<file path="config.mk">
export PLATFORM = sky130hd
export DESIGN_NAME = step_decoder
export DESIGN_NICKNAME = d
export VERILOG_FILES = /design/src/rtl/step_pkg.sv /design/src/rtl/sync_filter.sv /design/src/rtl/step_decoder.sv
export SDC_FILE = /design/constraint.sdc
export NUM_CORES = 1
export LEC_CHECK = 0
export ABC_AREA = 1
export CAP_MARGIN = 20
export CORE_MARGIN = 1
export CORE_UTILIZATION = 50
export DETAILED_ROUTE_END_ITERATION = 12
export PLACE_DENSITY = 0.76
export SKIP_LAST_GASP = 1
export SLEW_MARGIN = 25
export SYNTH_ARGS = -nofsm -noshare
export SYNTH_HDL_FRONTEND = slang
export SYNTH_SLANG_ARGS = --single-unit
</file>
<file path="constraint.sdc">
create_clock -name clk -period 2.45 [get_ports clk]
set_input_delay 0.3675 -clock clk [delete_from_list [all_inputs] [get_ports clk]]
set_output_delay 0.3675 -clock clk [all_outputs]
set_load 0.01 [all_outputs]
</file>
<file path="src/rtl/step_pkg.sv">
// rtl/step_pkg.sv - shared motion-bus types and defaults for step decoding
package step_pkg;

  localparam int unsigned POS_W = 32;

  localparam int unsigned DEFAULT_FILTER_LEN = 4;
  localparam int unsigned DEFAULT_DIR_SETUP  = 50;

  typedef enum logic [1:0] {
    IDLE,
    ARMED,
    MEASURING
  } period_state_t;

endpackage

</file>
<file path="src/rtl/sync_filter.sv">
// rtl/sync_filter.sv - 2-FF synchronizer followed by a FILTER_LEN glitch filter
module sync_filter #(
  parameter int unsigned FILTER_LEN = 4
) (
  input  logic clk,
  input  logic reset_n,
  input  logic raw,
  output logic filtered
);

  logic       meta;
  logic       sync;
  logic [7:0] cnt;

  // filtered follows sync only once it has differed for more than FILTER_LEN samples
  always_ff @(posedge clk or negedge reset_n) begin
    if (!reset_n) begin
      meta     <= 1'b0;
      sync     <= 1'b0;
      cnt      <= '0;
      filtered <= 1'b0;
    end else begin
      meta <= raw;
      sync <= meta;
      if (sync != filtered) begin
        if (cnt == 8'(FILTER_LEN)) begin
          filtered <= sync;
          cnt      <= '0;
        end else begin
          cnt <= cnt + 8'd1;
        end
      end else begin
        cnt <= '0;
      end
    end
  end

endmodule

</file>
<file path="src/rtl/step_decoder.sv">
// rtl/step_decoder.sv - step/dir stream decoder: position, period and dir-setup check
module step_decoder
  import step_pkg::*;
#(
  parameter int unsigned FILTER_LEN = DEFAULT_FILTER_LEN,
  parameter int unsigned DIR_SETUP  = DEFAULT_DIR_SETUP,
  parameter int unsigned PERIOD_W   = 32
) (
  input  logic                clk,
  input  logic                reset_n,
  input  logic                step_in,
  input  logic                dir_in,
  input  logic [POS_W-1:0]    data_in,
  input  logic                set_position,
  input  logic                clear_err,
  output logic [POS_W-1:0]    position,
  output logic                step_strobe,
  output logic                dir_out,
  output logic [PERIOD_W-1:0] period,
  output logic                period_valid,
  output logic                timeout,
  output logic                setup_err
);

  localparam logic [15:0]         SETUP_MIN = 16'(DIR_SETUP);
  localparam logic [PERIOD_W-1:0] PMAX      = '1;
  localparam logic [PERIOD_W-1:0] PLAST     = PMAX - PERIOD_W'(1);

  logic          step_f, dir_f;
  logic          step_prev, dir_prev;
  logic          step_rise, dir_change, setup_bad;
  logic [15:0]   setup_cnt;
  logic [PERIOD_W-1:0] pcnt;
  logic          pcnt_last;
  period_state_t state, state_nxt;

  sync_filter #(.FILTER_LEN(FILTER_LEN)) u_step_filter (
    .clk      (clk),
    .reset_n  (reset_n),
    .raw      (step_in),
    .filtered (step_f)
  );

  sync_filter #(.FILTER_LEN(FILTER_LEN)) u_dir_filter (
    .clk      (clk),
    .reset_n  (reset_n),
    .raw      (dir_in),
    .filtered (dir_f)
  );

  assign step_rise  = step_f & ~step_prev;
  assign dir_change = dir_f ^ dir_prev;
  assign setup_bad  = dir_change || (setup_cnt < SETUP_MIN);
  assign pcnt_last  = (state != IDLE) && (pcnt == PLAST);

  // setup_cnt starts saturated so the first step after reset is not flagged
  always_ff @(posedge clk or negedge reset_n) begin
    if (!reset_n) begin
      step_prev   <= 1'b0;
      dir_prev    <= 1'b0;
      setup_cnt   <= SETUP_MIN;
      position    <= '0;
      step_strobe <= 1'b0;
      dir_out     <= 1'b0;
      setup_err   <= 1'b0;
    end else begin
      step_prev   <= step_f;
      dir_prev    <= dir_f;
      step_strobe <= 1'b0;
      if (dir_change) begin
        setup_cnt <= 16'd1;
      end else if (setup_cnt < SETUP_MIN) begin
        setup_cnt <= setup_cnt + 16'd1;
      end
      if (set_position) begin
        position <= data_in;
      end else if (step_rise) begin
        position    <= dir_f ? position - POS_W'(1) : position + POS_W'(1);
        step_strobe <= 1'b1;
        dir_out     <= dir_f;
      end
      setup_err <= (setup_err & ~clear_err) | (step_rise & setup_bad);
    end
  end

  always_ff @(posedge clk or negedge reset_n) begin
    if (!reset_n) begin
      state <= IDLE;
    end else begin
      state <= state_nxt;
    end
  end

  always_comb begin
    state_nxt = state;
    if (set_position) begin
      state_nxt = IDLE;
    end else if (step_strobe) begin
      state_nxt = (state == IDLE) ? ARMED : MEASURING;
    end else if (pcnt_last) begin
      state_nxt = IDLE;
    end
  end

  // period tracking runs one cycle behind the strobe, so distances are strobe-to-strobe
  always_ff @(posedge clk or negedge reset_n) begin
    if (!reset_n) begin
      pcnt         <= '0;
      period       <= '0;
      period_valid <= 1'b0;
      timeout      <= 1'b0;
    end else begin
      if (set_position) begin
        pcnt         <= '0;
        period_valid <= 1'b0;
      end else if (step_strobe) begin
        pcnt    <= '0;
        timeout <= 1'b0;
        if (state != IDLE) begin
          period       <= pcnt + PERIOD_W'(1);
          period_valid <= 1'b1;
        end
      end else if (state != IDLE && pcnt != PMAX) begin
        pcnt <= pcnt + PERIOD_W'(1);
        if (pcnt_last) begin
          timeout      <= 1'b1;
          period_valid <= 1'b0;
        end
      end
    end
  end

endmodule

</file>
==> impl_metrics.env, run 1 <==
export IMPL_cellPowerDensity_nw_per_um2=1040
export IMPL_grt_max_degree=53
export IMPL_r2r_slack_ns=0.13
export IMPL_dp_final_hpwl_mm=17.8
export IMPL_worstReg2RegEnd="position[12]"
export IMPL_design_area_um2=10900
export IMPL_io_buffer_count=106
export IMPL_worstHoldStart="u_step_filter.meta"
export IMPL_synth_avg_cell_area_um2=7.38
export IMPL_post_cts_setup_buffer_count=0
export IMPL_p_leak_nw=5.16
export IMPL_synth_edf_count=0
export IMPL_place_congestion=0.956
export IMPL_hold_viol=0
export IMPL_maxSlewViolCount=0
export IMPL_ant_nets=0
export IMPL_overflow=0
export IMPL_synth_top_area_share_pct=39.8
export IMPL_synth_nets=1270
export IMPL_maxCapViolCount=0
export IMPL_setup_tns_ns=0
export IMPL_clock_latency_ns=0.43
export IMPL_num_vias=8313
export IMPL_dieWidth_um=135
export IMPL_slew_headroom_pct=62.0
export IMPL_rows=48
export IMPL_place_inst=1523
export IMPL_htreeDepth=4
export IMPL_critPathKind="reg -> reg"
export IMPL_yosys_most_used_dff="dfrtp_1"
export IMPL_min_to="u_step_filter.sync"
export IMPL_synth_area_top_cells="dfrtp_1 (40%), nand2_1 (15%), inv_1 (6.9%), ha_1 (5.3%), nor2_1 (4.9%)"
export IMPL_synth_seq_cells=143
export IMPL_tightest_slew_ns=0.566
export IMPL_grt_pass1_wl_mm=39.6
export IMPL_layout_min_cycle_time_ns=2.32
export IMPL_whs_ns=0.350
export IMPL_clock_sinks=143
export IMPL_fmax_mhz=432
export IMPL_wl_mm=23.8
export IMPL_grt_setup_unrepaired="yes"
export IMPL_synthArstFlopShare_pct=100
export IMPL_cp_data_required_time_ns=2.74
export IMPL_clk_pin_slew_worst_paths_ns=0.06
export IMPL_fin_total_pwr_mw=11.4
export IMPL_whs_path_depth=0
export IMPL_vias_per_cell=5.34
export IMPL_utilization_pct=63.2
export IMPL_core_area_um2=17200
export IMPL_syn_area_um2=8810
export IMPL_ys_seq_area_share_pct=40.7
export IMPL_drive_gt1_share_pct=7.36
export IMPL_cp_start_kind="register"
export IMPL_cts_buffers=17
export IMPL_drtIter0Drc=690
export IMPL_skew_ns=0.0121
export IMPL_multi_input_area_um2=4520
export IMPL_grt_use_total_pct=27.6
export IMPL_firstDrtPassIters=6
export IMPL_fillers=1516
export IMPL_peakVddDrop_mv=0.821
export IMPL_reg2reg_depth=7
export IMPL_antenna_found_initial=0
export IMPL_syn_to_final_growth_pct=23.7
export IMPL_root_buffer="clkbuf_16"
export IMPL_die_h_um=135
export IMPL_die_area_um2=18200
export IMPL_placed_area_um2=10200
export IMPL_cts_buffer_depth=2
export IMPL_place_ws_ns=0.152
export IMPL_crit_path_max_fanout=18
export IMPL_outcome="finished, final reports clean"
export IMPL_diodes=0
export IMPL_post_layout_nonfiller_instances=1556
export IMPL_endpoint_kind="register"
export IMPL_wire_per_inst_um=15.3
export IMPL_hold_class="reg -> reg"
export IMPL_critical_path_arrival_ns=2.61
export IMPL_ff_latch_area_um2=3580
export IMPL_nets=1394
export IMPL_yosys_warnings=0
export IMPL_cts_tree="done"
export IMPL_grt_pass1_vias=8098
export IMPL_setup_violations=0
export IMPL_yosysTopAreaCell="dfrtp_1"
export IMPL_finalCritPeriodShare_pct=94.6
export IMPL_drc=0
export IMPL_start_util_pct=51.1
export IMPL_worstReg2RegStart="u_dir_filter.filtered"
export IMPL_num_io_pins=107
export IMPL_timing_final_ws_setup_ns=0.133
export IMPL_startpoint="u_dir_filter.filtered"
export IMPL_yosysUniqueCellTypes=43
export IMPL_synthCells=1194
how the worst max path moves through the flow:
stage	endpoint	slack [ns]	cells past startpoint
2_1_floorplan	position[11]	0.02	9
3_3_place_gp	position[18]	0.16	11
3_5_place_dp	position[18]	0.15	11
4_1_cts	position[18]	0.12	11
5_1_grt	position[26]	-0.02	12
6_report	position[12]	0.13	7
timing repair:
action | in CTS | in global routing
gates resized for setup | 0 | 5
hold buffers | 1 | 0
endpoints found under the hold margin | 41 | 0
setup endpoints to repair | 0 | 3
cell usage in the layout, fill, tap and decap left out, types with 20 or more instances in the layout:
| cell type | count |
|---|---|
| nor3_1 | 30 |
| xnor2_1 | 20 |
| clkdlybuf4s50_1 | 105 |
| o21ai_0 | 62 |
| inv_1 | 162 |
| a21oi_1 | 36 |
| nor2_1 | 116 |
| dfrtp_1 | 140 |
| nand3_1 | 76 |
| nand2_1 | 361 |
| ha_1 | 33 |
final cells by class:
cell class	instances	area share (%)
Clock buffer	24	4.42
Clock inverter	8	1.39
Inverter	169	5.84
Multi-Input combinational cell	862	41.5
Sequential cell	143	32.9
Tap cell	225	2.58
Timing Repair Buffer	125	11.4
per-layer routing:
| metal | routed length [um] | up-vias | track usage, % |
|---|---|---|---|
| met5 | 0 | - | 0 |
| met4 | 266 | 0 | 6.49 |
| li1 | - | 4093 | - |
| met1 | 11200 | 3918 | 38.7 |
| met2 | 10800 | 274 | 44.0 |
| met3 | 1570 | 28 | 5.52 |
critical path, stage by stage (launching register included):
cell and delay [ns]:
dfrtp_1 0.42, buf_4 0.31, ha_1 0.34, a21oi_1 0.27
o21bai_1 0.13, nand3b_1 0.26, o21ai_0 0.33, nand3_1 0.11
Yosys cell counts, types with 11 or more instances:
master	count
a21oi_1	36
a22o_1	11
clkbuf_1	15
dfrtp_1	140
ha_1	37
inv_1	162
nand2_1	361
nand3_1	76
nand4_1	19
nor2_1	116
nor3_1	31
o21ai_0	62
o22ai_2	11
xnor2_1	20
xor2_1	19
sequential cells by signal (all words and copies together), names as in the netlist, 2 cells and up:
name               flops
period                32
position              32
u_step_filter.cnt      8
pcnt                  32
setup_cnt             16
state                  2
u_dir_filter.cnt       8
kinds of logic after synthesis:
kind of cell | synth area share [%]
flops | 40.7
buf+inv | 8.63
xor+xnor | 3.88
compound gates | 11.0
mux | 0.128
simple gates | 30.3
fa+ha+maj | 5.48
report_power, final:
part / internal [mW] / switching (mW) / total [mW]
Sequential: 2.73 / 0.398 / 3.13
Clock: 1.79 / 1.03 / 2.83
Combinational: 2.12 / 3.30 / 5.42
Note: power is estimated with default switching activity, not from simulation.
==> inputs of run 2 (changes only) <==
--- a/config.mk
+++ b/config.mk
@@ -7,10 +7,12 @@
 export LEC_CHECK = 0
 export ABC_AREA = 1
 export CAP_MARGIN = 20
+export CELL_PAD_IN_SITES_DETAIL_PLACEMENT = 1
+export CELL_PAD_IN_SITES_GLOBAL_PLACEMENT = 2
 export CORE_MARGIN = 1
-export CORE_UTILIZATION = 50
+export CORE_UTILIZATION = 29
 export DETAILED_ROUTE_END_ITERATION = 12
-export PLACE_DENSITY = 0.76
+export PLACE_DENSITY_LB_ADDON = 0.1
 export SKIP_LAST_GASP = 1
 export SLEW_MARGIN = 25
 export SYNTH_ARGS = -nofsm -noshare
==> run 2 against run 1 <==
  * Via count fell by 2.5%
  * Routed wire length rose by 18%
  * Global-route usage fell by 8.5 points
  * Utilization fell by 26 points
  * Clock skew rose by 0.0033 ns
  * First-iteration DRC count fell by 42%
  * Combinational power rose by 4.4%
  * Critical path type unchanged
  * Clock power fell by 5%
  * Flip-flop and latch count did not move
  * Final cell count rose by 11%
  * Highest routed layer unchanged
  * Fmax rose by 2.2%
  * Largest power group unchanged
==> impl_metrics.env, run 2 (synthesized netlist as in run 1, its figures left out) <==
export IMPL_vias_per_cell=4.69
export IMPL_grt_use_total_pct=19.2
export IMPL_cts_tree="done"
export IMPL_cp_data_required_time_ns=2.77
export IMPL_maxSlewViolCount=0
export IMPL_reg2reg_depth=14
export IMPL_cts_buffer_depth=2
export IMPL_layout_min_cycle_time_ns=2.27
export IMPL_nets=1401
export IMPL_cellPowerDensity_nw_per_um2=1040
export IMPL_clock_latency_ns=0.44
export IMPL_drive_gt1_share_pct=8.22
export IMPL_whs_path_depth=4
export IMPL_rows=63
export IMPL_hold_class="in -> reg"
export IMPL_io_buffer_count=106
export IMPL_antenna_found_initial=0
export IMPL_grt_pass1_vias=8407
export IMPL_grt_max_degree=65
export IMPL_maxCapViolCount=0
export IMPL_diodes=0
export IMPL_fmax_mhz=441
export IMPL_worstReg2RegEnd="position[30]"
export IMPL_clk_pin_slew_worst_paths_ns=0.06
export IMPL_num_io_pins=107
export IMPL_min_to="timeout"
export IMPL_r2r_slack_ns=0.18
export IMPL_start_util_pct=29.6
export IMPL_skew_ns=0.0154
export IMPL_dieWidth_um=176
export IMPL_utilization_pct=37.2
export IMPL_outcome="finished, final reports clean"
export IMPL_post_cts_setup_buffer_count=0
export IMPL_wl_mm=28.2
export IMPL_p_leak_nw=5.16
export IMPL_finalCritPeriodShare_pct=92.5
export IMPL_root_buffer="clkbuf_16"
export IMPL_worstHoldStart="set_position"
export IMPL_grt_pass1_wl_mm=46.2
export IMPL_wire_per_inst_um=16.3
export IMPL_endpoint_kind="register"
export IMPL_core_area_um2=29800
export IMPL_layout_common_cells="nand2_1 (360), inv_1 (162), dfrtp_1 (140)"
export IMPL_htreeDepth=4
export IMPL_top_regs="pcnt (32), period (32), position (32)"
export IMPL_crit_path_max_fanout=30
export IMPL_num_vias=8104
export IMPL_dp_final_hpwl_mm=22.0
export IMPL_placed_area_um2=10500
export IMPL_drtIter0Drc=398
export IMPL_overflow=0
export IMPL_cp_start_kind="register"
export IMPL_critPathKind="reg -> reg"
export IMPL_place_congestion=0.833
export IMPL_die_h_um=176
export IMPL_setup_violations=0
export IMPL_design_area_um2=11100
export IMPL_syn_to_final_growth_pct=25.9
export IMPL_grt_setup_unrepaired="yes"
export IMPL_worstReg2RegStart="u_dir_filter.filtered"
export IMPL_die_area_um2=31100
export IMPL_peakVddDrop_mv=0.528
export IMPL_mostFrequentLayoutCell="nand2_1"
export IMPL_slew_headroom_pct=39.0
export IMPL_fillers=3683
export IMPL_hold_viol=0
export IMPL_cts_buffers=17
export IMPL_firstDrtPassIters=4
export IMPL_clock_sinks=143
export IMPL_critical_path_arrival_ns=2.58
export IMPL_drc=0
export IMPL_ant_nets=0
export IMPL_tightest_slew_ns=0.915
[run 2: layer usage]
metal  vias up  track usage [%]  share of wire [%]
met1      3881             26.2                 50
met2       100             31.8                 47
met3        24             2.71                2.3
met5         -                0                  0
li1       4099                -                  -
met4         0             4.42                1.2
[run 2: layout make-up]
| class | instances | area [um2] | area share, % |
|---|---|---|---|
| clock buffers | 20 | 457 | 4.12 |
| clock inverters | 12 | 134 | 1.21 |
| inverters | 169 | 637 | 5.74 |
| multi-input cells | 862 | 4490 | 40.5 |
| flip-flops and latches | 143 | 3580 | 32.3 |
| well taps | 390 | 488 | 4.40 |
| repair buffers | 132 | 1310 | 11.8 |
[run 2: worst max path at each step]
stage                                     start            to  slack, ns  cells after the start
final                     u_dir_filter.filtered  position[30]       0.18                     14
after global routing      u_dir_filter.filtered  position[30]      -0.02                     14
after CTS                 u_dir_filter.filtered  position[30]       0.06                     14
after detailed placement  u_dir_filter.filtered  position[31]      -0.05                     12
after global placement    u_dir_filter.filtered  position[31]      -0.05                     12
after floorplan           u_dir_filter.filtered  position[11]       0.02                      9
[run 2: power breakdown]
group | leakage [nW] | total, mW | internal (mW) | switching (mW)
Sequential | 1.90 | 3.15 | 2.73 | 0.418
Clock | 0.275 | 2.69 | 1.56 | 1.13
Combinational | 2.99 | 5.66 | 2.20 | 3.46
Total | 5.16 | 11.5 | 6.49 | 5.00
[run 2: critical path, cell delays in order (launching register included)]
cell,delay (ns)
dfrtp_1,0.40
buf_12,0.19
ha_2,0.39
nand2_1,0.12
nor2_2,0.16
inv_1,0.08
nor3_1,0.13
nand2_1,0.08
nand2_2,0.11
buf_4,0.14
nand2_1,0.08
nand2_1,0.07
nand2_1,0.04
nand3_1,0.08
nand2_1,0.06
[run 2: repair_timing]
| item | CTS | global route |
|---|---|---|
| hold endpoints to repair | 38 | 0 |
| endpoints found under the setup margin | 1 | 5 |
| hold buffers | 1 | 0 |
| gates resized for setup | 1 | 5 |
[run 2: through the flow]
step                hold WS [ns]  setup TNS [ns]  total power, mW  cells  setup slack, ns
CTS                        0.326               0             11.7   1728           0.0641
detailed placement         0.338         -0.0482             8.89   1695          -0.0482
global route               0.362         -0.0156             12.5   1728          -0.0156
finish                     0.343               0             11.5   1728            0.184
floorplan                 0.0719               0             6.62   1194           0.0192
global placement           0.333         -0.0544             8.86   1695          -0.0544
